--- config.mk ---
export PLATFORM = sky130hd
export DESIGN_NAME = counter_updown_pmod_flat
export DESIGN_NICKNAME = d
export VERILOG_FILES = /design/src/rtl/counter_updown_pmod_pkg.sv /design/src/rtl/counter_updown_pmod_if.sv /design/src/rtl/counter_updown_pmod_tick_prescaler.sv /design/src/rtl/counter_updown_pmod.sv /design/src/flat_wrapper.sv
export SDC_FILE = /design/constraint.sdc
export NUM_CORES = 1
export LEC_CHECK = 0
export ABC_CLOCK_PERIOD_IN_PS = 2200
export CAP_MARGIN = 20
export CORE_ASPECT_RATIO = 0.6
export CORE_MARGIN = 2
export CORE_UTILIZATION = 42
export DETAILED_ROUTE_END_ITERATION = 12
export GPL_ROUTABILITY_DRIVEN = 0
export PLACE_DENSITY_LB_ADDON = 0.12
export SKIP_LAST_GASP = 1
export SYNTH_ARGS = -nofsm -noshare
export SYNTH_HDL_FRONTEND = slang
export SYNTH_SLANG_ARGS = --single-unit
export TNS_END_PERCENT = 10
--- constraint.sdc ---
create_clock -name clk -period 2.2 [get_ports clk]
set_clock_uncertainty 0.1 [all_clocks]
set_input_delay 0.22 -clock clk [delete_from_list [all_inputs] [get_ports clk]]
set_output_delay 0.22 -clock clk [all_outputs]
set_load 0.02 [all_outputs]
--- src/rtl/counter_updown_pmod_pkg.sv ---
// Shared types and elaboration helpers for the up/down modulo counter.
// Direction encoding and prescaler width sizing live here so every file agrees.
package counter_updown_pmod_pkg;

   typedef enum logic {
      DIR_DOWN = 1'b0,
      DIR_UP   = 1'b1
   } dir_e;

   // A prescaler of N phases needs clog2(N) bits, but never fewer than one.
   function automatic int ps_width(input int prescale);
      int w;
      w = $clog2(prescale);
      return (w < 1) ? 1 : w;
   endfunction

endpackage

--- src/rtl/counter_updown_pmod_if.sv ---
// Control/status bundle of the up/down counter.
// The master drives strobes, load and compare values; the slave returns count and flags.
interface counter_updown_pmod_if #(
   parameter int WIDTH = 12
);

   logic             load;
   logic             enable;
   logic             up_dn;
   logic [WIDTH-1:0] b;
   logic [WIDTH-1:0] cmp_val;
   logic [WIDTH-1:0] c;
   logic             tc;
   logic             match;

   modport master (
      output load,
      output enable,
      output up_dn,
      output b,
      output cmp_val,
      input  c,
      input  tc,
      input  match
   );

   modport slave (
      input  load,
      input  enable,
      input  up_dn,
      input  b,
      input  cmp_val,
      output c,
      output tc,
      output match
   );

endinterface

--- src/rtl/counter_updown_pmod_tick_prescaler.sv ---
// Enable-gated prescaler: issues one step every PRESCALE enabled cycles.
// The phase holds while enable is low and is cleared by clr (the counter's load).
module counter_updown_pmod_tick_prescaler
   import counter_updown_pmod_pkg::*;
#(
   parameter int PRESCALE = 1
) (
   input  logic clk,
   input  logic reset,
   input  logic clr,
   input  logic enable,
   output logic step
);

   localparam int PS_W = ps_width(PRESCALE);

   generate
      if (PRESCALE <= 1) begin : g_bypass
         // No phase to track: every enabled cycle is a step.
         logic unused_ok;
         assign unused_ok = &{1'b0, clk, reset, clr};
         assign step      = enable;
      end else begin : g_count
         localparam logic [PS_W-1:0] LAST = PS_W'(PRESCALE - 1);

         logic [PS_W-1:0] cnt_q;
         logic [PS_W-1:0] cnt_d;

         always_comb begin
            cnt_d = cnt_q;
            if (clr) begin
               cnt_d = '0;
            end else if (enable) begin
               cnt_d = (cnt_q == LAST) ? '0 : cnt_q + 1'b1;
            end
         end

         always_ff @(posedge clk) begin
            if (reset) begin
               cnt_q <= '0;
            end else begin
               cnt_q <= cnt_d;
            end
         end

         assign step = enable & (cnt_q == LAST);
      end
   endgenerate

endmodule

--- src/rtl/counter_updown_pmod.sv ---
// Parametrised up/down modulo counter with wrap/saturate, prescaler,
// registered terminal-count pulse and combinational compare-match.
module counter_updown_pmod
   import counter_updown_pmod_pkg::*;
#(
   parameter int WIDTH    = 12,
   parameter int MAX_VAL  = 4095,
   parameter bit SATURATE = 1'b0,
   parameter int PRESCALE = 1
) (
   input logic                  clk,
   input logic                  reset,
   counter_updown_pmod_if.slave bus
);

   localparam logic [WIDTH-1:0] MAX_C = WIDTH'(MAX_VAL);

   logic [WIDTH-1:0] c_q;
   logic [WIDTH-1:0] c_d;
   logic             tc_q;
   logic             tc_d;
   logic             ps_step;
   logic             step;
   logic             at_bound;
   dir_e             dir;

   assign dir = dir_e'(bus.up_dn);

   counter_updown_pmod_tick_prescaler #(
      .PRESCALE (PRESCALE)
   ) u_prescaler (
      .clk    (clk),
      .reset  (reset),
      .clr    (bus.load),
      .enable (bus.enable),
      .step   (ps_step)
   );

   // A load cycle never steps, even if the prescaler phase is due.
   assign step     = ps_step & ~bus.load;
   assign at_bound = (dir == DIR_UP) ? (c_q == MAX_C) : (c_q == '0);

   function automatic logic [WIDTH-1:0] clamp_load(input logic [WIDTH-1:0] val);
      return (val > MAX_C) ? MAX_C : val;
   endfunction

   function automatic logic [WIDTH-1:0] bound_next(input logic [WIDTH-1:0] cur,
                                                   input dir_e             d);
      if (SATURATE) begin
         return cur;
      end
      return (d == DIR_UP) ? '0 : MAX_C;
   endfunction

   always_comb begin
      c_d  = c_q;
      tc_d = 1'b0;
      if (bus.load) begin
         c_d = clamp_load(bus.b);
      end else if (step) begin
         tc_d = at_bound;
         if (at_bound) begin
            c_d = bound_next(c_q, dir);
         end else if (dir == DIR_UP) begin
            c_d = c_q + 1'b1;
         end else begin
            c_d = c_q - 1'b1;
         end
      end
   end

   always_ff @(posedge clk) begin
      if (reset) begin
         c_q  <= '0;
         tc_q <= 1'b0;
      end else begin
         c_q  <= c_d;
         tc_q <= tc_d;
      end
   end

   assign bus.c     = c_q;
   assign bus.tc    = tc_q;
   assign bus.match = (c_q == bus.cmp_val);

endmodule

--- src/flat_wrapper.sv ---
// flat-port wrapper written by rule: the top's interface ports become plain ports
module counter_updown_pmod_flat import counter_updown_pmod_pkg::*;
#(
   parameter int WIDTH    = 12,
   parameter int MAX_VAL  = 4095,
   parameter bit SATURATE = 1'b0,
   parameter int PRESCALE = 1
)
  (clk, reset, bus_load, bus_enable, bus_up_dn, bus_b, bus_cmp_val, bus_c, bus_tc, bus_match);
  counter_updown_pmod_if #(.WIDTH(WIDTH)) bus_i ();
  input logic clk;
  input logic reset;
  input wire logic [$bits(bus_i.load)-1:0] bus_load;
  input wire logic [$bits(bus_i.enable)-1:0] bus_enable;
  input wire logic [$bits(bus_i.up_dn)-1:0] bus_up_dn;
  input wire logic [$bits(bus_i.b)-1:0] bus_b;
  input wire logic [$bits(bus_i.cmp_val)-1:0] bus_cmp_val;
  output wire logic [$bits(bus_i.c)-1:0] bus_c;
  output wire logic [$bits(bus_i.tc)-1:0] bus_tc;
  output wire logic [$bits(bus_i.match)-1:0] bus_match;
  assign bus_i.load = bus_load;
  assign bus_i.enable = bus_enable;
  assign bus_i.up_dn = bus_up_dn;
  assign bus_i.b = bus_b;
  assign bus_i.cmp_val = bus_cmp_val;
  assign bus_c = bus_i.c;
  assign bus_tc = bus_i.tc;
  assign bus_match = bus_i.match;
  counter_updown_pmod #(.WIDTH(WIDTH), .MAX_VAL(MAX_VAL), .SATURATE(SATURATE), .PRESCALE(PRESCALE)) u_core (.clk(clk), .reset(reset), .bus(bus_i));
endmodule
Word-level counts from Yosys, hierarchy flattened
Index checks and enable logic that the tools add are counted.
Operators by class
  add/sub/neg operators: 2
  $lt $le $gt $ge: 1
  equality and inequality tests: 2
  multiplexer cells: 7
  bitwise gates (word level): 3
  reduce and logical (&&, ||, !) cells: 3
Operators by type and width (number)
  $mux 12: 6
  $add 12x1->12 const B: 1
  $eq 12x12->1: 1
  $eq 12x12->1 const B: 1
  $gt 12x12->1 const B: 1
  $logic_not 12->1: 1
  $sub 12x1->12 const B: 1
  $reduce_or 3->1: 1
  $not 1->1: 2
  $reduce_bool 2->1: 1
  $and 1x1->1: 1
  $mux 1: 1
Storage, ports and cells
  bits in registers: 13
  input port bits: 29
  output and inout bits: 14
  logic and storage cells: 20

Depth between registers and ports, before layout
Gate-level depths: netlist of run 1.
  depth after elaboration: 5
  mapped depth: 8
  depth with buffers taken out: 8

Hierarchy
A second synthesis of run 1 with hierarchy kept.
Unflattened totals
  cells, all modules: 169
  area total of the unflattened synthesis: 1297.5 µm²
By module, submodules not included
  counter_updown_pmod: times used 1, cells each 168, area an instance 1290.0 µm², sequential area each 260.2 µm²
  counter_updown_pmod_tick_prescaler: times used 1, cells each 1, area an instance 7.5 µm², sequential area each 0.0 µm²

Least setup slack after synthesis of run 1
Ideal clock, no wire load.
  path kind: reg-to-reg
  start: register u_core.c_q[1] (netlist: u_core.bus.c[1])
  end: register u_core.c_q[8] (netlist: u_core.bus.c[8])
  library setup time: 0.079 ns
  arrival: 2.027 ns
  required time: 2.021 ns
  path slack: -0.007 ns
  cell stages (with the launch flop): 8
  path buffers: 0
  clock period less this slack: 2.207 ns
  path through: dfxtp_1 > fa_1 > a211oi_2 > o21bai_2 > a2111oi_4 > o31a_2 > o21ai_2 > a211oi_2
Between the ends
  longest elaborated chain between the ends: 5
  elaborated cells on any way between the ends: 9
  those cells by class: 2 x add/sub; 1 x eq/ne; 5 x mux; 1 x reduce/logical
Ends and longest elaborated chain
  start: declaration: RTL line counter_updown_pmod.sv:18  | logic [WIDTH-1:0] c_q;
  start signal: assignment: RTL line counter_updown_pmod.sv:74  | c_q <= '0;
  start signal: assignment: RTL line counter_updown_pmod.sv:77  | c_q <= c_d;
  $sub 12x1->12, or another cell as far along: RTL line counter_updown_pmod.sv:67  | c_d = c_q - 1'b1;
  $mux 12 or $mux 1 (tied branches): RTL line counter_updown_pmod.sv:64, counter_updown_pmod.sv:41
  $mux 12 *: RTL line counter_updown_pmod.sv:62  | if (at_bound) begin
  $mux 12 *: RTL line counter_updown_pmod.sv:60  | end else if (step) begin
  $mux 12 *: RTL line counter_updown_pmod.sv:58  | if (bus.load) begin
Every way passes the cells marked *; elsewhere a longest branch is shown, timed or not. The select of a mux whose other input is x is not followed.
A chain may end at the register's enable or synchronous reset.

Worst setup path after layout of run 1
  start: register u_core.c_q[0] (netlist: u_core.bus.c[0])
  end: register u_core.c_q[8] (netlist: u_core.bus.c[8])
The elaborated chain is that of the path after synthesis.

==> metrics.txt, run 1 <==
# TYPE chip_impl_metric gauge
chip_impl_info{name="result_of_the_run",value="completed"} 1
chip_impl_metric{name="setup-tns-final",unit="ns"} 0
chip_impl_info{name="rsz_0062_raised_after_global_routing",value="no"} 1
chip_impl_metric{name="synthesis.nets",unit=""} 218
chip_impl_metric{name="numCtsBuffers",unit=""} 3
chip_impl_metric{name="worst_ep_required_time",unit="ns"} 2.26
chip_impl_info{name="tritoncts_clock_tree",value="built"} 1
chip_impl_metric{name="multi_input_comb_area",unit="µm²"} 1040
chip_impl_metric{name="yosys_register_bits",unit=""} 13
chip_impl_metric{name="fin_cells",unit=""} 281
chip_impl_metric{name="netSwitchingFraction",unit="%"} 36.5
chip_impl_info{name="synth_area_leader_cell",value="dfxtp_1"} 1
chip_impl_metric{name="post_cts_buffers",unit=""} 0
chip_impl_metric{name="clock_tree.buffer_depth",unit=""} 2
chip_impl_metric{name="area_growth",unit="%"} 53.3
chip_impl_metric{name="synth_simple_gate_area_share",unit="%"} 21.9
chip_impl_metric{name="post-synth-top-area-fraction",unit="%"} 19.8
chip_impl_metric{name="crit_fanout",unit=""} 2
chip_impl_metric{name="synth.mux.area_fraction",unit="%"} 0
chip_impl_metric{name="routed-via-count",unit=""} 1524
chip_impl_metric{name="drt-vias-per-instance",unit=""} 5.42
chip_impl_metric{name="initial_core_util",unit="%"} 44.8
chip_impl_metric{name="wire_per_inst",unit="µm"} 15.4
chip_impl_info{name="timing.critical_path.max_delay_family",value="compound AO/OA/AOI/OAI gates"} 1
chip_impl_metric{name="report.final.setup_viol",unit=""} 0
chip_impl_metric{name="final-hold-violation-count",unit=""} 0
chip_impl_metric{name="grt_antenna_before_repair",unit=""} 0
chip_impl_metric{name="num_io_pins",unit=""} 43
chip_impl_metric{name="cts.clk_slew.worst_paths",unit="ns"} 0.06
chip_impl_info{name="critPathKind",value="register to register"} 1
chip_impl_metric{name="grt_start_max_net_pins",unit=""} 18
chip_impl_metric{name="via_count_of_the_first_global_routing_pass",unit=""} 1395
chip_impl_metric{name="detailedRoute.firstPassIterationCount",unit=""} 4
chip_impl_metric{name="slew_headroom",unit="%"} 59.7
chip_impl_metric{name="postSynthCellCount",unit=""} 178
chip_impl_metric{name="synthXorXnorAreaFrac",unit="%"} 15.3
chip_impl_metric{name="worst_hold_slack",unit="ns"} 0.493
chip_impl_info{name="cts.root.buffer_cell",value="clkbuf_8"} 1
chip_impl_info{name="layout_common_cells",value="40 x clkdlybuf4s50_1, 33 x nor2_1, 29 x a21oi_1"} 1
chip_impl_metric{name="global_route.overflow_total",unit=""} 0
chip_impl_info{name="setup.worst_path.start_class",value="register"} 1
chip_impl_info{name="post_synth_main_area_contributors",value="dfxtp_1 20%, xnor2_1 15%, a21oi_1 11%"} 1
chip_impl_metric{name="pre_cts_slack",unit="ns"} -0.440
chip_impl_metric{name="die_width",unit="µm"} 76.2
chip_impl_metric{name="fmaxAchievable",unit="MHz"} 487
chip_impl_metric{name="std_cell_rows",unit=""} 15
chip_impl_metric{name="filler_cells_inserted",unit=""} 259
chip_impl_metric{name="track_usage",unit="%"} 24.5
chip_impl_metric{name="critical_path_buf_inv_count",unit=""} 0
chip_impl_metric{name="timing.max_cap.violations",unit=""} 0
chip_impl_metric{name="p_leak",unit="nW"} 0.803
chip_impl_metric{name="deepest_level_of_the_cts_h_tree",unit=""} 1
chip_impl_metric{name="n_antenna_cell",unit=""} 0
chip_impl_metric{name="vdd_drop_max",unit="mV"} 0.309
chip_impl_metric{name="die_area",unit="µm²"} 3600
chip_impl_metric{name="io_buffers",unit=""} 42
chip_impl_metric{name="synth.lib_cells_used.distinct",unit=""} 35
chip_impl_info{name="ordered_list_of_cells_on_the_worst_path",value="fa_2 > a211oi_2 > o21bai_2 > a2111oi_4 > o31a_2 > o21ai_2 > a211oi_2"} 1
chip_impl_metric{name="post_dp_cell_area",unit="µm²"} 1930
chip_impl_metric{name="switchingPower",unit="µW"} 382
chip_impl_metric{name="grt_first_pass_wirelength",unit="µm"} 6770
chip_impl_metric{name="worst_path_largest_cell_delay",unit="ns"} 0.40
chip_impl_metric{name="ys_warn_count",unit=""} 0
chip_impl_metric{name="clock_power_share",unit="%"} 21.6
chip_impl_metric{name="die_y",unit="µm"} 47.3
chip_impl_metric{name="dp_hpwl",unit="µm"} 3450
chip_impl_metric{name="timing.critical_path.arrival",unit="ns"} 2.12
chip_impl_metric{name="drt_first_iter_violations",unit=""} 82
chip_impl_metric{name="clk-insertion-delay-late",unit="ns"} 0.25
chip_impl_metric{name="post_route_cells_drive_above_1_share",unit="%"} 17.6
chip_impl_metric{name="tritoncts_num_sinks",unit=""} 13
chip_impl_metric{name="tightestPinTransition",unit="ns"} 0.602
chip_impl_metric{name="nNetsFinal",unit=""} 280
chip_impl_metric{name="power.density",unit="nW/µm²"} 520
chip_impl_metric{name="post_synth.cell_area_avg",unit="µm²"} 7.37
chip_impl_metric{name="regArea",unit="µm²"} 262
chip_impl_metric{name="antenna_violating_nets_post_route",unit=""} 0
chip_impl_info{name="slowest_stage",value="fa_2"} 1
chip_impl_info{name="main_combinational_cell_family_by_area_after_synthesis",value="compound AO/OA/AOI/OAI gates"} 1
chip_impl_metric{name="fin_area",unit="µm²"} 2010
chip_impl_info{name="crit_path_end_kind",value="register"} 1
chip_impl_metric{name="drt_wl_total",unit="µm"} 4320
chip_impl_metric{name="ys_seq_area_share",unit="%"} 19.8
chip_impl_metric{name="internal_power",unit="µW"} 664
chip_impl_metric{name="timing.final.crit_share",unit="%"} 93.4
chip_impl_metric{name="detail_route.drc_violations",unit=""} 0
chip_impl_info{name="min_path_type",value="input port to register"} 1
chip_impl_metric{name="core_area",unit="µm²"} 2930
chip_impl_metric{name="syn-cell-area",unit="µm²"} 1310
chip_impl_metric{name="synth_fa_ha_area_share",unit="%"} 11.1
chip_impl_info{name="worst_path_most_repeated_cell",value="a211oi_2"} 1
chip_impl_metric{name="post-place-cells",unit=""} 277
chip_impl_metric{name="layout_min_cycle_time",unit="ns"} 2.05
chip_impl_metric{name="synth_compound_area_share",unit="%"} 28.2
chip_impl_metric{name="combinationalPowerShare",unit="%"} 50.3
chip_impl_metric{name="post-route-worst-setup-slack",unit="ns"} 0.146
chip_impl_info{name="leading_cell_type_in_the_layout_fill_and_taps_excluded",value="clkdlybuf4s50_1"} 1
chip_impl_metric{name="power.share.sequential",unit="%"} 28.1
chip_impl_metric{name="timing.final.max_slew_violations",unit=""} 0
[power by group through the flow]
stage / sequential (mW) / clock [mW] / combinational [mW]
after floorplan: 0.321 / 0 / 0.275
after detailed placement: 0.298 / 0 / 0.507
after global routing: 0.297 / 0.238 / 0.574
after CTS: 0.294 / 0.226 / 0.522
final: 0.294 / 0.225 / 0.526
after global placement: 0.297 / 0 / 0.492
[layout make-up]
cell class	instances	share of cell area [%]
sequential	13	13.0
timing repair buffer	65	29.5
clock buffer	4	2.24
tap	42	2.61
inverter	4	0.746
multi-input combinational	153	51.9
[through the flow]
step                      utilization (%)  power [mW]
final                                68.7        1.05
after global routing                 68.7        1.11
after CTS                            68.6        1.04
after detailed placement             65.9       0.805
after global placement               65.9       0.789
after floorplan                         -       0.596
[worst register-to-register path: stages (launching register included)]
cell and delay, ns:
dfxtp_1 0.34, fa_2 0.40, a211oi_2 0.24, o21bai_2 0.11
a2111oi_4 0.34, o31a_2 0.18, o21ai_2 0.06, a211oi_2 0.20
[cell usage after synthesis, drive strengths merged]
master   instances
or4              1
nand2b           1
fa               1
a211oi           3
nand3            2
a21oi           29
o21bai           2
o21a             1
a31oi            1
o21ai            9
nor2            33
nand4            6
a21o             3
a311oi           1
nand2            7
a21bo            1
o31a             1
nor3            10
clkbuf           6
xor2             1
dfxtp           13
ha              10
buf              2
a211o            1
a2111oi          2
nor4             3
nand3b           1
inv              4
o211ai           1
xnor2           22
[flip-flops by register name, indices dropped and copies added, names as in the netlist]
signal / count
u_core.bus.c: 12
u_core.bus.tc: 1
[logic make-up (layout without fill, tap and decap cells)]
logic type               Yosys count  after routing
AO/OA/AOI/OAI                     55             55
XOR/XNOR                          23             23
adder cells (fa/ha/maj)           11             11
buffers and inverters             12             73
flip-flops                        13             13
AND/OR/NAND/NOR                   64             64
[worst paths after layout]
check             startpoint         endpoint  slack [ns]  cells past startpoint
max          u_core.bus.c[0]  u_core.bus.c[8]        0.15                      7
min reg2reg  u_core.bus.c[4]  u_core.bus.c[4]        0.63                      4
min                 bus_b[6]  u_core.bus.c[6]        0.49                      3
max reg2reg  u_core.bus.c[0]  u_core.bus.c[8]        0.15                      7
[metal layers]
layer  track usage (%)  routed length (µm)  up-vias  part of all wire, %
li1                  -                   -      762                    -
met1              33.0                2040      710                   47
met2              43.6                2010       48                   47
met3              4.23                 238        4                  5.5
met4              4.00                  31        0                 0.72
met5                 0                   0        -                    0
[timing repair]
action / 4_1_cts / 5_1_grt
cloned: 0 / 0
setup endpoints to repair: 7 / 1
hold buffers: 0 / 0
pin swaps: 6 / 0
resized for setup: 6 / 2
No activity file was read; power rests on OpenSTA's default activity.
==> run 2, diff against run 1 <==
--- a/config.mk
+++ b/config.mk
@@ -12,6 +12,7 @@
 export CORE_UTILIZATION = 42
 export DETAILED_ROUTE_END_ITERATION = 12
 export GPL_ROUTABILITY_DRIVEN = 0
+export HOLD_SLACK_MARGIN = 0.15
 export PLACE_DENSITY_LB_ADDON = 0.12
 export SKIP_LAST_GASP = 1
 export SYNTH_ARGS = -nofsm -noshare
==> results of run 2 <==
Final layout, timing and power as in run 1 (identical DEF).
==> run 3, diff against run 2 <==
--- a/config.mk
+++ b/config.mk
@@ -5,7 +5,6 @@
 export SDC_FILE = /design/constraint.sdc
 export NUM_CORES = 1
 export LEC_CHECK = 0
-export ABC_CLOCK_PERIOD_IN_PS = 2200
 export CAP_MARGIN = 20
 export CORE_ASPECT_RATIO = 0.6
 export CORE_MARGIN = 2
==> results of run 3 <==
Final layout, timing and power as in run 1 (identical DEF).
